$ cat src/rtl/child_resp_collector.sv
// child_resp_collector: round-robin merge of N child request channels into one registered output slot.
module child_resp_collector #(
    parameter int N  = 15,
    parameter int DW = 8
) (
    input  logic            clk,
    input  logic            rst_n,
    input  logic [N-1:0]    in_valid,
    input  logic [N*DW-1:0] in_data,
    output logic [N-1:0]    in_ready,
    output logic            out_valid,
    output logic [DW-1:0]   out_data,
    output logic [3:0]      out_idx,
    input  logic            out_ready,
    output logic [15:0]     xfer_cnt
);
    typedef enum logic {EMPTY, FULL} state_e;
    state_e state_q, state_d;
    logic [3:0] last_q, last_d, idx_q, idx_d, gnt_idx;
    logic [DW-1:0] data_q, data_d;
    logic [15:0] cnt_q, cnt_d;
    logic [4:0] c;
    logic [N-1:0] sh;
    logic found, free, take;
    // scan starts one past the last granted channel and wraps modulo N
    always_comb begin
        found = 1'b0;
        gnt_idx = '0;
        c = '0;
        sh = '0;
        for (int k = 1; k <= N; k++) begin
            c = 5'(last_q) + 5'(k);
            if (c >= 5'(N)) c = c - 5'(N);
            sh = in_valid >> c;
            if (!found && sh[0]) begin
                found = 1'b1;
                gnt_idx = c[3:0];
            end
        end
    end
    always_comb begin
        free = (state_q == EMPTY) || out_ready;
        take = free && found;
        in_ready = (rst_n && take) ? (N'(1) << gnt_idx) : '0;
        state_d = free ? (found ? FULL : EMPTY) : state_q;
        last_d = take ? gnt_idx : last_q;
        idx_d = take ? gnt_idx : idx_q;
        data_d = take ? DW'(in_data >> (32'(gnt_idx) * DW)) : data_q;
        cnt_d = cnt_q + 16'((state_q == FULL) && out_ready);
    end
    always_ff @(posedge clk or negedge rst_n) begin
        if (!rst_n) begin
            state_q <= EMPTY;
            last_q <= 4'(N - 1);
            idx_q <= '0;
            data_q <= '0;
            cnt_q <= '0;
        end else begin
            state_q <= state_d;
            last_q <= last_d;
            idx_q <= idx_d;
            data_q <= data_d;
            cnt_q <= cnt_d;
        end
    end
    assign out_valid = (state_q == FULL);
    assign out_data = data_q;
    assign out_idx = idx_q;
    assign xfer_cnt = cnt_q;
endmodule

$ cat config.mk
export PLATFORM = sky130hd
export DESIGN_NAME = child_resp_collector
export DESIGN_NICKNAME = d
export VERILOG_FILES = /design/src/rtl/child_resp_collector.sv
export SDC_FILE = /design/constraint.sdc
export NUM_CORES = 1
export LEC_CHECK = 0
export CAP_MARGIN = 20
export CORE_MARGIN = 8
export CORE_UTILIZATION = 49
export CTS_BUF_LIST = sky130_fd_sc_hd__clkbuf_8
export CTS_CLUSTER_SIZE = 10
export DETAILED_ROUTE_END_ITERATION = 10
export PLACE_DENSITY_LB_ADDON = 0.05
export SLEW_MARGIN = 20
export SYNTH_ARGS = -nofsm -noshare
export SYNTH_HDL_FRONTEND = slang
export SYNTH_SLANG_ARGS = --single-unit
$ cat constraint.sdc
create_clock -name clk -period 7.25 [get_ports clk]
set_input_delay 0.725 -clock clk [delete_from_list [all_inputs] [get_ports clk]]
set_output_delay 0.725 -clock clk [all_outputs]
set_load 0.03 [all_outputs]
==> impl_metrics.csv <==
group,metric,value,unit
synthesis,synth.avg_cell_area,7.13,um2
worst_setup_path,reg2reg_from,"last_q[1]",
floorplanning,die_width,163,um
synthesis,synth_nets,1650,
route,antenna_left,0,
run_status,status,"finished clean",
worst_setup_path,critPathCaptureType,"output pin",
layout,drive_gt1_frac,0.134,
worst_setup_path,crit_type,"reg2out",
clock_tree,root_buffer,"clkbuf_8",
timing,finalClockSkew,15.4,ps
route,first_pass_iters,8,
timing,maxSlewViolCount,0,
route,drc_errors,0,
route,viasPerCell,7.15,
synthesis,synth_async_sr_flop_share,1.00,
clock_tree,htree_levels,2,
clock_tree,clockBufferDepth,2,
global_routing,grt_pass1_vias,12800,
global_routing,grt.met2_usage,0.559,
route,wl_per_cell,26.8,um
global_routing,top_usage_layer,"met2",
global_routing,grt_use_met1,0.468,
global_routing,antenna_found_initial,1,
timing,final.setup.tns,0,ps
clock_tree,cts.sinks,32,
timing,timing_hold_violations_final,0,
worst_setup_path,r2r-end,"out_data[7]",
worst_setup_path,reg2reg_depth,21,
global_routing,grt_first_pass_wirelength,76700,um
timing,slew-limit-headroom,0.250,
global_routing,grtUsageMet3,0.106,
clock_tree,cts_buffers,5,
placement,routabilityCongestion,1.03,
layout,syn_to_final_growth,22.9,%
global_routing,grt_max_degree,53,
layout,multiInputGateArea,0.00911,mm2
floorplanning,std_cell_rows,53,
route,num_vias,13600,
clock_tree,cts_tree,"done",
synthesis,synth_ff_type,"dfrtp_1",
layout,fillers,1988,
clock_tree,clk_pin_slew_worst_paths,80,ps
synthesis,yosys.area.top_type,"mux2i_1",
synthesis,synth_common_cells,"130 x nand2_1, 121 x nor2_1, 90 x mux2i_1",
worst_setup_path,required,6520,ps
placement,io_buffer_count,181,
worst_setup_path,arrival,6300,ps
global_routing,grt_overflow,0,
synthesis,synth_most_common_cell,"nand2_1",
hold_path,hold_path.class,"in2async",
worst_setup_path,cp_max_fo,23,
layout,nets,1794,
synthesis,ys_ff_latch,32,
placement,hpwl,38700,um
floorplanning,die_h,163,um
synthesis,yosysWarnings,0,
timing,post-route-period-util,0.969,
floorplanning,core,0.0211,mm2
timing,worstMarginPinSlew,1120,ps
timing,setup_viol,0,
floorplanning,pin_count,182,
floorplanning,die_area,0.0264,mm2
flow_run,drv_cap,0,
floorplanning,start_util,0.499,
synthesis,synth_edf_count,0,
clock_tree,clk_latency,310,ps
synthesis,synth_area,0.0105,mm2
synthesis,seq_area_frac_synth,0.0764,
worst_setup_path,worstSetupStartpointType,"flip-flop",
global_routing,grtUsageTotal,0.368,
route,first_iter_violations,2121,
layout,seqCellArea,808,um2
route,routed_wl,50900,um
worst_setup_path,r2r_setup_slack,870,ps
timing,layout_min_cycle_time,7030,ps
synthesis,synth.distinct_cells,115,
synthesis,ys_top_cells_by_area,"mux2i_1 8.6%, dfrtp_1 6.9%, nand2_1 4.6%",
synthesis,synth_top_area_share,0.0855,
synthesis,synthCells,1477,
timing,fmax,142,MHz
registers in the layout, indices dropped and copies added, names as in the netlist:
name / count
out_valid: 1
out_idx: 3
last_q: 4
xfer_cnt: 16
out_data: 8
cell families after synthesis:
family	Yosys count	synth area share
buffers and inverters	164	0.0737
AO/OA/AOI/OAI	545	0.374
AND/OR/NAND/NOR	545	0.263
flip-flops	32	0.0764
adder cells (fa/ha/maj)	35	0.0416
XOR/XNOR	43	0.0432
multiplexers	113	0.128
layout by cell type (no fill, tap or decap), types with 12 or more instances in the layout:
cell             Yosys  layout
mux2i_1             90      90
a31oi_1             28      27
o31ai_1             15      14
a21o_1              19      19
a21oi_1             89      85
nor2b_1             25      23
dfrtp_1             29      28
o2111ai_1           12      12
clkdlybuf4s50_1      0     165
a211o_1             13      13
o211ai_1            44      44
buf_4               15      99
nor3_1              38      37
nand2b_1            21      20
and3_1              21      19
and2_1              20      20
inv_1               28      28
nand4_1             13      13
nand2_1            130     130
ha_1                35      34
mux4_2              15      15
o21ai_0             84      84
o21a_1              12      12
a211oi_1            42      41
nor2_1             121     119
o22ai_1             20      20
nand3b_1            14      14
xnor2_1             28      27
nand3_1             80      80
worst max path at each step:
stage / startpoint / end / slack (ps) / depth (start not counted)
2_1_floorplan: last_q[1] / in_ready[2] / 130 / 24
3_3_place_gp: last_q[1] / in_ready[6] / 250 / 19
3_5_place_dp: last_q[1] / in_ready[6] / 110 / 19
4_1_cts: last_q[1] / in_ready[4] / 10 / 21
5_1_grt: last_q[2] / in_ready[0] / -3 / 22
6_report: last_q[1] / in_ready[6] / 220 / 20
area by class of cell:
class / instances / area share
sequential: 32 / 0.0624
multi-input combinational: 1281 / 0.704
tap: 275 / 0.0266
clock buffer: 7 / 0.00744
antenna: 1 / 0.000193
inverter: 35 / 0.0101
timing repair buffer: 266 / 0.187
clock inverter: 1 / 0.00232
per-stage QoR:
step | instances | setup WS (ps) | hold WS [ps] | cell area (um2) | utilization
after floorplan | 1477 | 131 | 429 | 10500 | -
after global placement | 1886 | 246 | 460 | 12700 | 0.600
after detailed placement | 1886 | 114 | 467 | 12700 | 0.600
after CTS | 1894 | 14.5 | 476 | 12800 | 0.607
after global routing | 1897 | -3.06 | 490 | 12900 | 0.614
final | 1898 | 222 | 461 | 12900 | 0.614
worst max-delay path, stage by stage, from the launching register on:
cell	delay, ps
dfstp_2	660
buf_4	290
ha_1	290
xnor2_2	280
nor2_1	110
ha_1	260
a21oi_4	260
buf_4	200
nor3_1	50
a211oi_1	350
a41oi_1	170
a22o_1	330
a221oi_4	350
or3b_2	560
a31oi_1	480
o32ai_1	210
a32oi_4	310
buf_4	340
nand2_1	160
nor2_1	140
buf_4	170
per-layer routing:
metal,vias up,wire (um)
met5,-,13
met4,2,2870
met3,216,6840
met2,1043,22100
met1,6312,19100
li1,6004,-
what timing repair did:
item                                    4_1_cts  5_1_grt
pin swaps                                     0        3
setup buffers                                 0        3
hold endpoints to repair                      0        0
endpoints found under the setup margin       11       15
resized for setup                             4       24
hold buffers                                  0        0
cloned                                        0        0
Power is not shown: default switching activity piles up to over one toggle a cycle in this logic, so the estimate is an artifact.
